[src/rtl/cmatrix_stream_tx.sv]
// ---------------------------------------------------------------------------
// cmatrix_stream_tx
// Transmit end of the complex matrix datapath. It captures one complete N x N
// complex matrix from flat packed real/imag buses in a single-cycle load
// handshake. It then streams the elements out one per valid/ready transfer
// in row-major order, with row/column tags, a last flag and a clip flag.
//
// Optional feature macro: CMM_SAT_EN
//   defined   : each part saturates to the signed OUT_W range, out_sat flags clips
//   undefined : each part wraps to its low OUT_W bits, out_sat is tied to 0
//
// Ports
//   clk, rst_n              clock, asynchronous active-low reset
//   load_valid / load_ready load handshake for c_real / c_imag
//   c_real, c_imag          N*N elements of IN_W bits, element k at [k*IN_W +: IN_W]
//   out_valid / out_ready   output stream handshake
//   out_real, out_imag      current element, reduced to OUT_W bits
//   out_row, out_col        row / column of current element
//   out_last                current element is the final one of the matrix
//   out_sat                 current element was clipped (real or imag)
//   busy                    matrix held, streaming in progress
// ---------------------------------------------------------------------------
module cmatrix_stream_tx #(
   parameter int N     = 4,
   parameter int IN_W  = 32,
   parameter int OUT_W = 16,
   parameter int IDX_W = (N > 1) ? $clog2(N) : 1
) (
   input  logic                    clk,
   input  logic                    rst_n,
   input  logic                    load_valid,
   output logic                    load_ready,
   input  logic [N*N*IN_W-1:0]     c_real,
   input  logic [N*N*IN_W-1:0]     c_imag,
   output logic                    out_valid,
   input  logic                    out_ready,
   output logic [OUT_W-1:0]        out_real,
   output logic [OUT_W-1:0]        out_imag,
   output logic [IDX_W-1:0]        out_row,
   output logic [IDX_W-1:0]        out_col,
   output logic                    out_last,
   output logic                    out_sat,
   output logic                    busy
);

   localparam int NN = N * N;
   localparam int KW = (NN > 1) ? $clog2(NN) : 1;
   localparam logic [KW-1:0] K_LAST = KW'(NN - 1);

   typedef enum logic {S_IDLE, S_SEND} state_t;

   state_t                  r_state;
   state_t                  w_state_nxt;
   logic [KW-1:0]           r_k;
   logic signed [OUT_W-1:0] r_buf_re [NN];
   logic signed [OUT_W-1:0] r_buf_im [NN];
   logic signed [OUT_W-1:0] w_red_re [NN];
   logic signed [OUT_W-1:0] w_red_im [NN];
   logic                    w_capture;
   logic                    w_xfer;
   logic                    w_send;
   logic                    w_at_last;

`ifdef CMM_SAT_EN
   logic                    r_buf_sat [NN];
   logic                    w_red_sat [NN];

   // Returns {clipped, value}. The value fits when every bit from the sign bit
   // down to bit OUT_W-1 is identical; otherwise clamp towards the sign.
   function automatic logic [OUT_W:0] f_sat(input logic signed [IN_W-1:0] x);
      logic [IN_W-OUT_W:0] top;
      top = x[IN_W-1:OUT_W-1];
      if ((&top) || !(|top))
         f_sat = {1'b0, x[OUT_W-1:0]};
      else if (x[IN_W-1])
         f_sat = {1'b1, 1'b1, {(OUT_W-1){1'b0}}};
      else
         f_sat = {1'b1, 1'b0, {(OUT_W-1){1'b1}}};
   endfunction

   always_comb begin
      logic [OUT_W:0] t_re;
      logic [OUT_W:0] t_im;
      for (int e = 0; e < NN; e++) begin
         t_re         = f_sat(c_real[e*IN_W +: IN_W]);
         t_im         = f_sat(c_imag[e*IN_W +: IN_W]);
         w_red_re[e]  = t_re[OUT_W-1:0];
         w_red_im[e]  = t_im[OUT_W-1:0];
         w_red_sat[e] = t_re[OUT_W] | t_im[OUT_W];
      end
   end
`else
   // Wrap mode keeps only the low OUT_W bits; the upper bits are dropped.
   logic w_unused;
   assign w_unused = ^{c_real, c_imag};

   always_comb begin
      for (int e = 0; e < NN; e++) begin
         w_red_re[e] = c_real[e*IN_W +: OUT_W];
         w_red_im[e] = c_imag[e*IN_W +: OUT_W];
      end
   end
`endif

   assign w_send    = (r_state == S_SEND);
   assign w_capture = (r_state == S_IDLE) && load_valid;
   assign w_xfer    = w_send && out_ready;
   assign w_at_last = (r_k == K_LAST);

   // FSM state register
   always_ff @(posedge clk or negedge rst_n) begin
      if (!rst_n)
         r_state <= S_IDLE;
      else
         r_state <= w_state_nxt;
   end

   // FSM next-state logic
   always_comb begin
      w_state_nxt = r_state;
      case (r_state)
         S_IDLE:  if (load_valid) w_state_nxt = S_SEND;
         S_SEND:  if (out_ready && w_at_last) w_state_nxt = S_IDLE;
         default: w_state_nxt = S_IDLE;
      endcase
   end

   // Element counter: returns to 0 after the final transfer, so the row/col
   // tags read 0 whenever the block is idle.
   always_ff @(posedge clk or negedge rst_n) begin
      if (!rst_n)
         r_k <= '0;
      else if (w_capture)
         r_k <= '0;
      else if (w_xfer)
         r_k <= w_at_last ? '0 : r_k + 1'b1;
   end

   // Matrix buffer: elements are stored already reduced to OUT_W bits.
   always_ff @(posedge clk or negedge rst_n) begin
      if (!rst_n) begin
         for (int e = 0; e < NN; e++) begin
            r_buf_re[e] <= '0;
            r_buf_im[e] <= '0;
`ifdef CMM_SAT_EN
            r_buf_sat[e] <= 1'b0;
`endif
         end
      end else if (w_capture) begin
         for (int e = 0; e < NN; e++) begin
            r_buf_re[e] <= w_red_re[e];
            r_buf_im[e] <= w_red_im[e];
`ifdef CMM_SAT_EN
            r_buf_sat[e] <= w_red_sat[e];
`endif
         end
      end
   end

   // Outputs decode from registered state only.
   assign load_ready = (r_state == S_IDLE);
   assign out_valid  = w_send;
   assign busy       = w_send;
   assign out_real   = w_send ? r_buf_re[r_k] : '0;
   assign out_imag   = w_send ? r_buf_im[r_k] : '0;
   assign out_row    = IDX_W'(r_k / N);
   assign out_col    = IDX_W'(r_k % N);
   assign out_last   = w_send && w_at_last;
`ifdef CMM_SAT_EN
   assign out_sat    = w_send && r_buf_sat[r_k];
`else
   assign out_sat    = 1'b0;
`endif

endmodule

[config.mk]
export PLATFORM = sky130hd
export DESIGN_NAME = cmatrix_stream_tx
export DESIGN_NICKNAME = d
export VERILOG_FILES = /design/src/rtl/cmatrix_stream_tx.sv
export SDC_FILE = /design/constraint.sdc
export NUM_CORES = 1
export LEC_CHECK = 0
export ABC_AREA = 0
export CAP_MARGIN = 25
export CORE_AREA = 2 2 417 419
export DETAILED_ROUTE_END_ITERATION = 7
export DIE_AREA = 0 0 419 421
export PLACE_DENSITY = 0.4
export SYNTH_ARGS = -nofsm -noshare
export SYNTH_HDL_FRONTEND = slang
export SYNTH_SLANG_ARGS = --single-unit
[constraint.sdc]
create_clock -name clk -period 1.8 [get_ports clk]
set_input_delay 0.27 -clock clk [delete_from_list [all_inputs] [get_ports clk]]
set_output_delay 0.27 -clock clk [all_outputs]
set_load 0.05 [all_outputs]
# After elaboration in Yosys (flattened, before gate mapping)
# Index checks and enable logic that the tools add are counted.
# totals
ff_bits	517
in_bits	1028
output_inout_bits	41
# op_classes
add_sub_neg	1
magnitude_cmp	1
n_eq_ne	1
n_mux	14
n_bitwise	2
n_reduce_logical	5
# op_table
cell	n
binary-select mux 16 bit (select 4 bit)	2
2-to-1 mux 16 bit	6
2-to-1 mux 4 bit	3
greater-or-equal comparator 5 bit (second input constant)	1
NOT 4 -> 5 bit	1
adder 4 x 1 -> 4 bit (second input constant)	1
== test 4 bit (second input constant)	1
logical AND 1 bit	4
2-to-1 mux 1 bit	2
one-hot mux 1 bit (2 select lines)	1
nonzero test 2 bit	1
NOT 1 bit	1

# Depth between registers and ports, before layout
# logic_depth
depth_word	5
depth_mapped	6
depth_no_buf	5

# Worst setup path after synthesis
# OpenSTA, ideal clock, no wires.
# synth_path
path_kind	register to output
startpoint	register r_k[1]
endpoint	output port out_imag[0]
arrival_ns	2.639
required_ns	1.530
slack_ns	-1.109
path_stages_with_launch	7
n_path_buf	3
cell_sequence	dfrtp_1 > buf_6 > buf_6 > or2b_1 > buf_2 > o22ai_1 > o31ai_1
# synth_between
elab_chain_cells	5
# synth_rtl
element	line	rtl
from (decl)	54	logic [KW-1:0] r_k;
from (signal assigned)	136	r_k <= w_at_last ? '0 : r_k + 1'b1;
NOT 4 -> 5 bit (not written as such)	165	assign out_imag = w_send ? r_buf_im[r_k] : '0;
binary-select mux 16 bit (select 4 bit)	165	
2-to-1 mux 16 bit (not written as such) (2 in series)	165	
2-to-1 mux 16 bit	165	
to (decl)	38	output logic [OUT_W-1:0] out_imag,
# No other way between the ends. The select of a mux whose other input is x is not followed.

# Worst setup path after layout
# layout_path
startpoint	register r_k[0]
endpoint	output port out_real[10]
# layout_between
elab_chain_cells	5
# layout_rtl
element	line	rtl
NOT 4 -> 5 bit (not written as such)	164	assign out_real = w_send ? r_buf_re[r_k] : '0;
binary-select mux 16 bit (select 4 bit)	164	
2-to-1 mux 16 bit (not written as such) (2 in series)	164	
2-to-1 mux 16 bit	164	
to (decl)	37	output logic [OUT_W-1:0] out_real,
# No other way between the ends. The select of a mux whose other input is x is not followed.

==> out/qor.yml <==
run_status:
  status: "finished with violations"
  violations: "setup timing"
die:
  die-area_um2: 176000
  fp.dieH_um: 421
  die_x_um: 419
  initial_core_util_pct: 13.6
  coreArea_um2: 172000
  ios: 1069
  num_rows: 153
global_route:
  grt_max_degree: 62
  grt_pass1_wl_um: 154000
  antenna_found_initial: 63
  first_global_vias: 18100
  grt.total_usage_pct: 12.7
  grt_remaining_overflow: 0
detailed_routing:
  firstDrtPassIters: 5
  drt-initial-drc-count: 757
  vias_per_cell: 3.55
  ant_nets: 0
  remaining_drc_errors: 0
  vias: 16800
  wl_per_cell_um: 24.9
  wirelength_um: 117000
clocking:
  clockBufferDepth: 3
  htree_levels: 3
  cts_tree: "built"
  root_buffer: "clkbuf_16"
  clock-sinks: 517
  clk_latency_ns: 0.66
  cts_inserted_buffers: 72
  path_clk_slew_ns: 0.06
timing:
  rsz0062_at_grt: "yes"
  drv_slew: 0
  period_needed_ns: 2.99
  post-route-period-util_pct: 166
  fmax_ghz: 0.334
  setup_viol: 542
  layout_setup_ws_ns: -1.19
  finalSetupTns_ns: -91.97
  finClkSkew_ns: 0.0347
  final_hold_viol_count: 0
  holdWs_ns: 0.159
power_and_ir_drop:
  p_leak_nw: 16.0
  p_per_area_nw_per_um2: 1840
  total_power_mw: 73.8
  ir_worst_vdd_mv: 1.05
synth:
  syn_inst: 1498
  synth_nets: 2527
  ys_seq_elements: 517
  syn_area_um2: 23400
  synth_cell_types: 35
  yosys_warnings: 0
  syn_avg_cell_area_um2: 15.6
  yosysSeqAreaShare_pct: 55.3
finish:
  layout.nets: 3354
  layout_common_cells: "mux2_2 (548), clkdlybuf4s50_1 (514), dfrtp_1 (512), buf_4 (122), buf_12 (104)"
  nFillCells: 18200
  layout-drive-gt1-share_pct: 54.6
  layout_commonest_cell: "mux2_2"
  post-route-cell-area_um2: 40200
  area_delta_synth_final_pct: 71.8
worst_setup_path:
  critPathLaunchType: "flop"
  path_class: "reg -> out"
  cp.arrival_ns: 2.72
  cp_max_fo: 9
  cp.required_ns: 1.53
  endpoint_kind: "output port"
placed_design:
  port_buffers: 555
  place_hpwl_um: 85400
  gp_congestion: 0.781
  placed_cell_area_um2: 34600
  dpl_worst_slack_ns: -0.661
worst_hold_path:
  hold_path.class: "in -> async"
flow_run:
  drv_cap: 0
## final cells by class
| type | instances | area [um2] | area share, % |
|---|---|---|---|
| Timing Repair Buffer | 867 | 10500 | 26.1 |
| Inverter | 1 | 3.75 | 0.00934 |
| Clock buffer | 92 | 2050 | 5.10 |
| Tap cell | 2325 | 2910 | 7.24 |
| Antenna cell | 21 | 52.6 | 0.131 |
| Sequential cell | 517 | 13000 | 32.2 |
| Multi-Input combinational cell | 866 | 11200 | 28.0 |
| Clock inverter | 33 | 484 | 1.21 |
## registers in the layout, indices dropped and copies added (netlist names)
signal / count
r_buf_re: 256
r_k: 4
busy: 1
r_buf_im: 256
## what timing repair did
item                                   4_1_cts  5_1_grt
pin swaps                                   29       41
gates resized for setup                    184      147
setup endpoints to repair                  212      544
endpoints found under the hold margin      414        0
cloned                                      22       24
hold buffers                                 1        0
buffers inserted                            38       42
## layer usage
metal / global-route usage, % / share of wire [%] / up-vias
li1: - / - / 7363
met2: 21.4 / 50 / 429
met4: 5.42 / 3.7 / 18
met1: 15.7 / 43 / 8730
met3: 2.58 / 3.8 / 212
met5: 0 / 0.085 / -
## worst paths after layout
kind,from,to,slack (ns),cells after the start
setup / recovery,r_k[0]$_DFFE_PN0P_,out_real[10],-1.19,8
hold / removal,rst_n,r_buf_re[6]$_DFFE_PN0P_,0.16,2
setup reg to reg,r_k[1]$_DFFE_PN0P_,r_k[2]$_DFFE_PN0P_,-0.34,12
hold reg to reg,r_buf_re[91]$_DFFE_PN0P_,r_buf_re[91]$_DFFE_PN0P_,0.50,1
max in group asynchronous,rst_n,r_buf_im[86]$_DFFE_PN0P_,0.86,3
min in group clk,c_imag[41],r_buf_im[233]$_DFFE_PN0P_,0.21,2
## critical path, stage by stage (launching register included)
cell	delay, ns
dfrtp_4	0.52
buf_12	0.17
buf_12	0.14
buf_12	0.14
mux2_2	0.22
o22ai_1	0.08
buf_4	0.15
o31ai_4	0.41
buf_12	0.20
## cell usage after synthesis, drive strengths merged
cell type / count / share of area, %
mux2: 640 / 31
dfrtp: 517 / 55
buf: 102 / 2.5
o22ai: 64 / 1.7
mux4: 63 / 6.5
a22oi: 31 / 1.1
o31ai: 31 / 1.0
clkbuf: 12 / 0.19
nor2: 6 / 0.096
nand2: 5 / 0.080
nand3: 3 / 0.064
o21ai: 3 / 0.064
a21oi: 2 / 0.043
mux2i: 2 / 0.086
nand2b: 2 / 0.053
a21o: 1 / 0.032
a22o: 1 / 0.037
a32o: 1 / 0.043
and3: 1 / 0.027
conb: 1 / 0.016
ha: 1 / 0.053
inv: 1 / 0.016
nand3b: 1 / 0.032
nand4: 1 / 0.027
nor2b: 1 / 0.027
o22a: 1 / 0.037
or2: 1 / 0.027
or2b: 1 / 0.032
or3: 1 / 0.027
xor2: 1 / 0.037
## where the power goes
part / internal, mW / leakage, nW / switching (mW)
registers: 17.4 / 6.35 / 3.56
clock network: 9.37 / 1.23 / 6.05
logic: 20.4 / 8.46 / 17.1
total: 47.1 / 16.0 / 26.7
## kinds of logic after synthesis
group | Yosys count | share of synthesized area (%)
AO/OA/AOI/OAI | 135 | 4.02
buffers and inverters | 115 | 2.66
multiplexers | 705 | 37.4
flip-flops | 517 | 55.3
adder cells (fa/ha/maj) | 1 | 0.0535
AND/OR/NAND/NOR | 23 | 0.492
other | 1 | 0.0160
XOR/XNOR | 1 | 0.0375
## stage by stage
step	util [%]	cells
after floorplan	-	1498
after global placement	20.0	4475
after detailed placement	20.0	4475
after CTS	22.5	4657
after global routing	23.3	4719
final	23.3	4722
No activity file was read; power rests on OpenSTA's default activity.
